==> src/rtl/ip_multi_lane.sv <==
// Multi-lane fixed-point neuron engine: a shared input vector times per-lane weights, plus bias.
// Results are rounded, reduced to DW bits and optionally ReLU'd. Define IP_SAT_EN to saturate instead of wrap.

module ip_lane #(
    parameter int DW   = 16,
    parameter int FRAC = 8,
    parameter int ACCW = 40
) (
    input  logic          clk_i,
    input  logic          rstn_i,
    input  logic          load_i,
    input  logic          acc_en_i,
    input  logic          relu_i,
    input  logic [DW-1:0] bias_i,
    input  logic [DW-1:0] data_i,
    input  logic [DW-1:0] weight_i,
    output logic [DW-1:0] res_o
);
    localparam logic [ACCW-1:0] HALF = ACCW'(1) << (FRAC - 1);

    logic signed [ACCW-1:0]   acc_q, acc_d;
    logic signed [2*DW-1:0]   prod;
    logic signed [ACCW-1:0]   rnd, r;
    logic        [DW-1:0]     red;
`ifndef IP_SAT_EN
    logic                     unused_hi;
`endif

    always_comb begin
        prod  = $signed(data_i) * $signed(weight_i);
        acc_d = acc_q;
        if (load_i)
            acc_d = {{(ACCW-DW-FRAC){bias_i[DW-1]}}, bias_i, {FRAC{1'b0}}};
        else if (acc_en_i)
            acc_d = acc_q + {{(ACCW-2*DW){prod[2*DW-1]}}, prod};
    end

    always_ff @(posedge clk_i or negedge rstn_i) begin
        if (!rstn_i) acc_q <= '0;
        else         acc_q <= acc_d;
    end

    // Round half up, then drop the fraction with an arithmetic shift.
    always_comb begin
        rnd = acc_q + HALF;
        r   = rnd >>> FRAC;
`ifdef IP_SAT_EN
        if (r[ACCW-1:DW-1] == '0 || r[ACCW-1:DW-1] == '1)
            red = r[DW-1:0];
        else
            red = r[ACCW-1] ? {1'b1, {(DW-1){1'b0}}} : {1'b0, {(DW-1){1'b1}}};
`else
        red       = r[DW-1:0];
        unused_hi = ^r[ACCW-1:DW];
`endif
        res_o = (relu_i && red[DW-1]) ? '0 : red;
    end
endmodule

module ip_multi_lane #(
    parameter int LANES = 4,
    parameter int DW    = 16,
    parameter int FRAC  = 8,
    parameter int ACCW  = 40,
    parameter int LB    = 12,
    localparam int LW   = (LANES > 1) ? $clog2(LANES) : 1
) (
    input  logic                clk_i,
    input  logic                rstn_i,
    input  logic                start_i,
    input  logic [LB-1:0]       vec_len_i,
    input  logic                relu_en_i,
    input  logic [LANES*DW-1:0] bias_i,
    input  logic                bias_valid_i,
    input  logic [DW-1:0]       data_i,
    input  logic [LANES*DW-1:0] weight_i,
    input  logic                data_valid_i,
    output logic                data_ready_o,
    output logic [DW-1:0]       out_data_o,
    output logic [LW-1:0]       out_lane_o,
    output logic                out_valid_o,
    input  logic                out_ready_i,
    output logic                busy_o,
    output logic                done_o
);
    typedef enum logic [2:0] {IDLE, BIAS, ACC, DRAIN, DONE} state_t;

    state_t                   state_q, state_d;
    logic [LB-1:0]            cnt_q, cnt_d, len_q, len_d;
    logic [LW-1:0]            lane_q, lane_d;
    logic                     relu_q, relu_d;
    logic                     load, acc_en;
    logic [LANES-1:0][DW-1:0] res;

    always_comb begin
        state_d = state_q;
        cnt_d   = cnt_q;
        len_d   = len_q;
        lane_d  = lane_q;
        relu_d  = relu_q;
        load    = 1'b0;
        acc_en  = 1'b0;
        case (state_q)
            IDLE: if (start_i) begin
                len_d   = vec_len_i;
                relu_d  = relu_en_i;
                cnt_d   = '0;
                state_d = BIAS;
            end
            BIAS: if (bias_valid_i) begin
                load    = 1'b1;
                lane_d  = '0;
                state_d = (len_q == '0) ? DRAIN : ACC;
            end
            ACC: if (data_valid_i) begin
                acc_en = 1'b1;
                cnt_d  = cnt_q + LB'(1);
                if (cnt_d == len_q) state_d = DRAIN;
            end
            DRAIN: if (out_ready_i) begin
                if (lane_q == LW'(LANES - 1)) begin
                    lane_d  = '0;
                    state_d = DONE;
                end else begin
                    lane_d = lane_q + LW'(1);
                end
            end
            DONE:    state_d = IDLE;
            default: state_d = IDLE;
        endcase
    end

    always_ff @(posedge clk_i or negedge rstn_i) begin
        if (!rstn_i) begin
            state_q <= IDLE;
            cnt_q   <= '0;
            len_q   <= '0;
            lane_q  <= '0;
            relu_q  <= 1'b0;
        end else begin
            state_q <= state_d;
            cnt_q   <= cnt_d;
            len_q   <= len_d;
            lane_q  <= lane_d;
            relu_q  <= relu_d;
        end
    end

    for (genvar k = 0; k < LANES; k++) begin : g_lane
        ip_lane #(.DW(DW), .FRAC(FRAC), .ACCW(ACCW)) u_lane (
            .clk_i    (clk_i),
            .rstn_i   (rstn_i),
            .load_i   (load),
            .acc_en_i (acc_en),
            .relu_i   (relu_q),
            .bias_i   (bias_i[k*DW +: DW]),
            .data_i   (data_i),
            .weight_i (weight_i[k*DW +: DW]),
            .res_o    (res[k])
        );
    end

    // Accumulators only change in BIAS/ACC, so DRAIN outputs hold while stalled.
    assign data_ready_o = (state_q == ACC);
    assign out_valid_o  = (state_q == DRAIN);
    assign out_lane_o   = lane_q;
    assign out_data_o   = (state_q == DRAIN) ? res[lane_q] : '0;
    assign busy_o       = (state_q != IDLE);
    assign done_o       = (state_q == DONE);
endmodule
==> config.mk <==
export PLATFORM = sky130hd
export DESIGN_NAME = ip_multi_lane
export DESIGN_NICKNAME = d
export VERILOG_FILES = /design/src/rtl/ip_multi_lane.sv
export SDC_FILE = /design/constraint.sdc
export NUM_CORES = 2
export LEC_CHECK = 0
export CORE_MARGIN = 3
export CORE_UTILIZATION = 53
export CTS_BUF_LIST = sky130_fd_sc_hd__clkbuf_4
export CTS_CLUSTER_SIZE = 8
export DETAILED_ROUTE_END_ITERATION = 16
export PLACE_DENSITY = 0.68
export SYNTH_ARGS = -nofsm -noshare
export SYNTH_HDL_FRONTEND = slang
export SYNTH_SLANG_ARGS = --single-unit
==> constraint.sdc <==
create_clock -name clk_i -period 3.1 [get_ports clk_i]
set_input_delay 0.465 -clock clk_i [delete_from_list [all_inputs] [get_ports clk_i]]
set_output_delay 0.465 -clock clk_i [all_outputs]
set_load 0.05 [all_outputs]
**After elaboration in Yosys (flattened, before gate mapping)**

Cells that the tools add are included.
Widths: inputs -> output; s select.

- Register bits after elaboration: 190
- Input port bits: 163

- Add/sub/neg operators: 10
- $mul: 4
- Magnitude comparators: 1
- Eq/ne operators: 12
- Multiplexer cells: 34
- Reduce and logical (&&, ||, !) cells: 14

Operators by type and width:

| kind | number |
|---|---|
| $mux 40 | 8 |
| $add 40x40->40 | 4 |
| $mul 16x16->32 | 4 |
| $add 24x8->24 const B | 4 |
| $mux 16 | 6 |
| $bmux 16 s2 | 1 |
| $mux 12 | 2 |
| $pmux 12 s2 | 1 |
| $mux 3 | 6 |
| $add 12x1->12 const B | 1 |
| $eq 12x12->1 | 1 |
| $logic_not 12->1 | 1 |
| $pmux 3 s4 | 1 |
| $eq 3x2->1 const B | 2 |
| $mux 2 | 3 |
| $ne 2x1->1 const B | 3 |
| $ne 2x2->1 const B | 3 |
| $reduce_and 3->1 | 2 |
| $reduce_and 6->1 | 1 |
| $reduce_bool 2->1 | 3 |
| $mux 1 | 5 |
| $logic_and 1x1->1 | 4 |
| $pmux 2 s2 | 1 |
| $eq 3x1->1 const B | 1 |
| 7 further kinds | 7 |

**Depth between registers and ports, before layout**

- Depth in word-level cells: 6
- Gate-level depth with buffers: 33

**Hierarchy**

A second synthesis with hierarchy kept.

- Cells, all modules: 4936
- Area, all modules: 42478.2 sq um

Modules (own cells, without submodules):

| module | times used | cells each | area each (sq um) | seq. area each (sq um) |
|---|---|---|---|---|
| ip_lane at g_lane[3].u_lane | 1 | 1187 | 10144.7 | 600.6 |
| ip_lane at g_lane[0].u_lane | 1 | 1188 | 10079.7 | 600.6 |
| ip_lane at g_lane[2].u_lane | 1 | 1176 | 10039.6 | 600.6 |
| ip_lane at g_lane[1].u_lane | 1 | 1173 | 10029.6 | 600.6 |
| ip_multi_lane | 1 | 212 | 2184.6 | 750.7 |

**Worst setup path after synthesis**

No wires, ideal clock.

- Kind: in2reg
- Start: input port data_i[8]
- End: register g_lane[0].u_lane.acc_q[23]
- Data arrival time: 7.476 ns
- Required time: 2.970 ns
- Slack: -4.506 ns
- Cell stages on the path: 29
- Buffers on the path: 2
- Cells stage by stage: clkbuf_1 buf_1 nand2_1 fa_1 fa_1 fa_1 fa_1 inv_1 fa_1 inv_1 fa_1 inv_1 ha_1 nand2_1 nor2_1 a211oi_1 a21oi_1 and2_1 nor2_1 ha_1 and2_1 a221o_1 o311a_1 a211o_1 a211o_1 a21oi_2 xnor2_1 xor2_1 o21ai_1

- Word-level cells in the longest chain between the ends: 4

RTL lines:

| item | RTL line | RTL |
|---|---|---|
| start, declared | 75 | `input logic [DW-1:0] data_i,` |
| $mul 16x16->32 | 30 | `prod = $signed(data_i) * $signed(weight_i);` |
| $add 40x40->40 | 35 | `acc_d = acc_q + {{(ACCW-2*DW){prod[2*DW-1]}}, prod};` |
| $mux 40 | 34 | `else if (acc_en_i)` |
| $mux 40 | 32 | `if (load_i)` |
| end signal, assigned | 39 | `if (!rstn_i) acc_q <= '0;` |
| end signal, assigned | 40 | `else acc_q <= acc_d;` |
| end, declared | 21 | `logic signed [ACCW-1:0] acc_q, acc_d;` |

Every way passes these cells. The select of a mux whose other input is x is not followed.
A chain may end at the register's enable or synchronous reset.

**Worst setup path after layout**

- Start: input port data_i[6]
- End: register g_lane[3].u_lane.acc_q[23]

- Word-level cells in the longest chain between the ends: 4

RTL lines:

| item | RTL line |
|---|---|
| $mul 16x16->32 | 30 |
| $add 40x40->40 | 35 |
| $mux 40 | 34 |
| $mux 40 | 32 |
| end signal, assigned | 39 |
| end signal, assigned | 40 |
| end, declared | 21 |

Every way passes these cells. The select of a mux whose other input is x is not followed.

==> results <==
- The die covers 81,670 µm².
- Compared with the post-synthesis result, the final layout area differs by 38.16%.
- Based on the critical path, the design can be clocked at up to 0.1437 GHz.
- The count of input and output buffers is 184.
- The top fanout value on the critical path is 6.
- The CTS root buffer is sky130_fd_sc_hd__clkbuf_4.
- By area the synthesized netlist is led by sky130_fd_sc_hd__fa_1 (36%), sky130_fd_sc_hd__ha_1 (12%), sky130_fd_sc_hd__inv_1 (9.1%).
- The via count of the first global-routing pass is 38.22k.
- The checks that failed: negative setup slack.
- Dividing the detail-routed wire length by the instance count gives 19.90 µm.
- TritonCTS built the clock tree.
- The aggregate global-route resource usage is 31.23%.
- The share of async-settable or async-resettable flops after synthesis is 100.0%.
- Synthesis inferred 126 register bits.
- The number of failing hold endpoints at the final stage is 0.
- The wire length after detailed routing is 135.6 mm.
- The highest metal layer with signal wires is met5.
- The amount of wire on met3 after detailed routing is 8.213 mm.
- The via count normalized by instance count is 5.478.
- The worst setup path is captured at a flip-flop.
- The filler-free cell count of the finished design is 6,814.
- STA puts the critical path data arrival time at 7470 ps.
- The die extent in y is 285.8 µm.
- The cell count after placement is 6,623.
- Row generation in the floorplan step produced 101 rows.
- The routed design could run at a clock period as short as 6958 ps.
- The maximum number of pins on one net before global-route repair is 65.
- The cell repeated most along the worst path is sky130_fd_sc_hd__fa_1.
- Once detailed placement completed, the half-perimeter wirelength came to 102.4 mm.
- For this run, design rule violations remaining after detail routing come to 0.
- In this run the standard cell core region covers 76,710 µm².
- At the end of routability-driven placement, the weighted congestion stood at 0.9491.
- The max-slew violation count came to 0.
- The H-tree generated during clock tree synthesis spans 4 levels.
- The share of post-route cells with drive strength above 1 is 30.31%.
- The worst relative slew slack is 47.64%.
- Measured along the x axis, the die boundary spans 285.8 µm.
- In this run the cell area of the synthesized design comes to 41,480 µm².
- The run finished, with violations left.
- The post-synthesis cell count is 4,837.
- The global-route wire length before repair is 201.7 mm.
- The total overflow left after global routing is 0.
- The number of synthesized flops with an enable pin is 0.
- The proportion of synthesized chip area in sequential cells is 7.600%.
- The clock transition at the registers of the reported paths is 140 ps.
- The count of nets left with antenna violations once routing finished came out at 0.
- The area share of the largest cell type after synthesis is 36.29%.
- The top-level port count is 185.
- The source-to-sink clock delay at the later pin of the worst-skew pair is 650 ps.
- Data on the critical path is required at its endpoint by 3610 ps.
- The routed layout has 37.33k vias.
- The initial core utilization is 54.08%.
- The final cycle utilization of the critical path is 224.5%.
- The type of origin of the critical path is an input pin.
- The tool flagged a number of max-cap violations equal to 0.
- The number of nets in the final layout is 7,076.
- The met1 layer wirelength in the final routing is 51.73 mm.
- The leading register cell type out of synthesis is sky130_fd_sc_hd__dfrtp_1.
- For this run, the slowest stage of the critical path takes 520 ps.
- The commonest cells after synthesis are sky130_fd_sc_hd__inv_1 (1,010), sky130_fd_sc_hd__fa_1 (752), sky130_fd_sc_hd__nand2_1 (547), sky130_fd_sc_hd__and2_1 (437), sky130_fd_sc_hd__ha_1 (394).
- On the final layout, the worst clock skew is 43.69 ps.
- The final-report setup violation count is 96.
- For this block, the initial DRC count from the detailed router was 2,606.
- The slew at the pin closest to its max-slew limit is 785.4 ps.
- The net count after synthesis is 6,146.
- During synthesis, Yosys emitted a total of 0 warnings.
- sky130_fd_sc_hd__inv_1 is the most common cell in the netlist.
- Setup repair after global routing could not meet its margin everywhere.
- The number of buffers added by the clock tree synthesis step is 17.
- The post-synthesis cell type with the largest combined area is sky130_fd_sc_hd__fa_1.
- The number of detailed-route iterations in the first pass is 6.
- The number of sinks driven by the clock tree is 126.
- The minimum setup slack in the final design is -3858 ps.
- The highest-delay cell along the critical path is sky130_fd_sc_hd__fa_1.
- In this run the deepest clock path goes through 2 buffers.
- The number of antenna violations at the first check in global routing is 5.
- Synthesis instantiated 70 different standard cells from the library.
- By startpoint and endpoint, the worst setup path is classified as input pin to flip-flop.
- The path class of the tightest hold or removal check is input pin to asynchronous set/reset pin.
- The average footprint of a synthesized cell is 8.577 µm².
- The routed wire length on met2 is 66.98 mm.
[metrics by stage]
stage                     cell area [µm²]  hold slack [ps]  utilization (%)  setup TNS [ps]  setup slack, ps
after floorplan                     43090            169.4                -         -197170            -4034
after global placement              51240            431.3            66.80         -275020            -4700
after detailed placement            51240            433.0            66.80         -280510            -4781
after CTS                           53610            292.7            69.89         -207780            -3604
after global routing                57310            312.6            74.71         -220030            -4002
final                               57320            321.9            74.72         -208750            -3858
[kinds of logic (layout without fill, tap and decap cells)]
kind of cell / count (synthesis) / after routing / synth area share, %
AO/OA/AOI/OAI: 613 / 614 / 9.395
XOR/XNOR: 313 / 313 / 6.608
adder cells (fa/ha/maj): 1146 / 1146 / 48.17
buffers and inverters: 1225 / 2167 / 11.08
flip-flops: 126 / 126 / 7.600
multiplexers: 16 / 16 / 0.4584
other: 0 / 4 / 0
AND/OR/NAND/NOR: 1398 / 1398 / 16.68
[timing repair]
action,in CTS,in global routing
setup endpoints to repair,97,98
cloned,9,7
endpoints found under the hold margin,46,0
setup buffers,77,90
gates resized for setup,367,719
pin swaps,213,393
hold buffers,1,0
[final cells by class]
type	instances	area, µm²
inverters	1011	3810
clock buffers	19	142.6
well taps	1030	1289
flip-flops and latches	126	3158
multi-input cells	3487	38320
diodes	4	10.01
clock inverters	13	117.6
repair buffers	1123	10470
repair inverters	1	6.256
fillers	5263	19390
[sequential cells by signal, summed over array words and instances (netlist names)]
register / count
relu_q: 1
state_q: 3
len_q: 12
out_lane_o: 2
g_lane.u_lane.acc_q: 96
cnt_q: 12
[critical path, delay by kind of cell]
kind                     cells  cell delay (ps)
adder cells (fa/ha/maj)      8             3500
AO/OA/AOI/OAI                9             1330
buffers and inverters       10             1000
AND/OR/NAND/NOR              3              580
XOR/XNOR                     3              550
[cell usage in the layout (no fill, tap or decap), types with 23 or more instances in the layout]
master and count:
sky130_fd_sc_hd__xor2_1 98, sky130_fd_sc_hd__nor2_1 97, sky130_fd_sc_hd__a22oi_1 58, sky130_fd_sc_hd__nand3_1 83, sky130_fd_sc_hd__clkdlybuf4s50_1 105, sky130_fd_sc_hd__xnor2_2 41
sky130_fd_sc_hd__buf_4 729, sky130_fd_sc_hd__a21oi_1 44, sky130_fd_sc_hd__o21a_1 34, sky130_fd_sc_hd__a21oi_2 64, sky130_fd_sc_hd__a21o_1 46, sky130_fd_sc_hd__o21ai_1 69
sky130_fd_sc_hd__ha_1 262, sky130_fd_sc_hd__o21ai_2 41, sky130_fd_sc_hd__and2_1 396, sky130_fd_sc_hd__nand2_2 27, sky130_fd_sc_hd__inv_2 77, sky130_fd_sc_hd__dfrtp_1 124
sky130_fd_sc_hd__fa_1 724, sky130_fd_sc_hd__o21ai_0 73, sky130_fd_sc_hd__nand2_1 502, sky130_fd_sc_hd__inv_1 932, sky130_fd_sc_hd__and2_4 41, sky130_fd_sc_hd__xnor2_1 155
sky130_fd_sc_hd__nand2b_1 48, sky130_fd_sc_hd__ha_4 110, sky130_fd_sc_hd__buf_6 142, sky130_fd_sc_hd__nor2_2 23, sky130_fd_sc_hd__fa_2 28, sky130_fd_sc_hd__buf_12 62
[layer usage]
layer	global-route usage (%)	vias up
met4	13.43	2
met1	39.35	18710
li1	-	16760
met2	53.92	1427
met5	0	-
met3	4.231	436
[path summary, 6_finish.rpt]
| path | depth (start not counted) | from | endpoint | slack [ps] |
|---|---|---|---|---|
| min reg2reg | 2 | g_lane[1].u_lane.acc_q[0] | g_lane[1].u_lane.acc_q[0] | 520 |
| min in group clk_i | 3 | bias_i[34] | g_lane[2].u_lane.acc_q[10] | 420 |
| max reg2reg | 11 | g_lane[2].u_lane.acc_q[1] | g_lane[2].u_lane.acc_q[23] | 80 |
| max in group asynchronous | 3 | rstn_i | g_lane[2].u_lane.acc_q[12] | 1930 |
| min | 2 | rstn_i | len_q[9] | 320 |
| max | 33 | data_i[6] | g_lane[3].u_lane.acc_q[23] | -3860 |
Power is not shown: default switching activity piles up to over one toggle a cycle in this logic, so the estimate is an artifact.
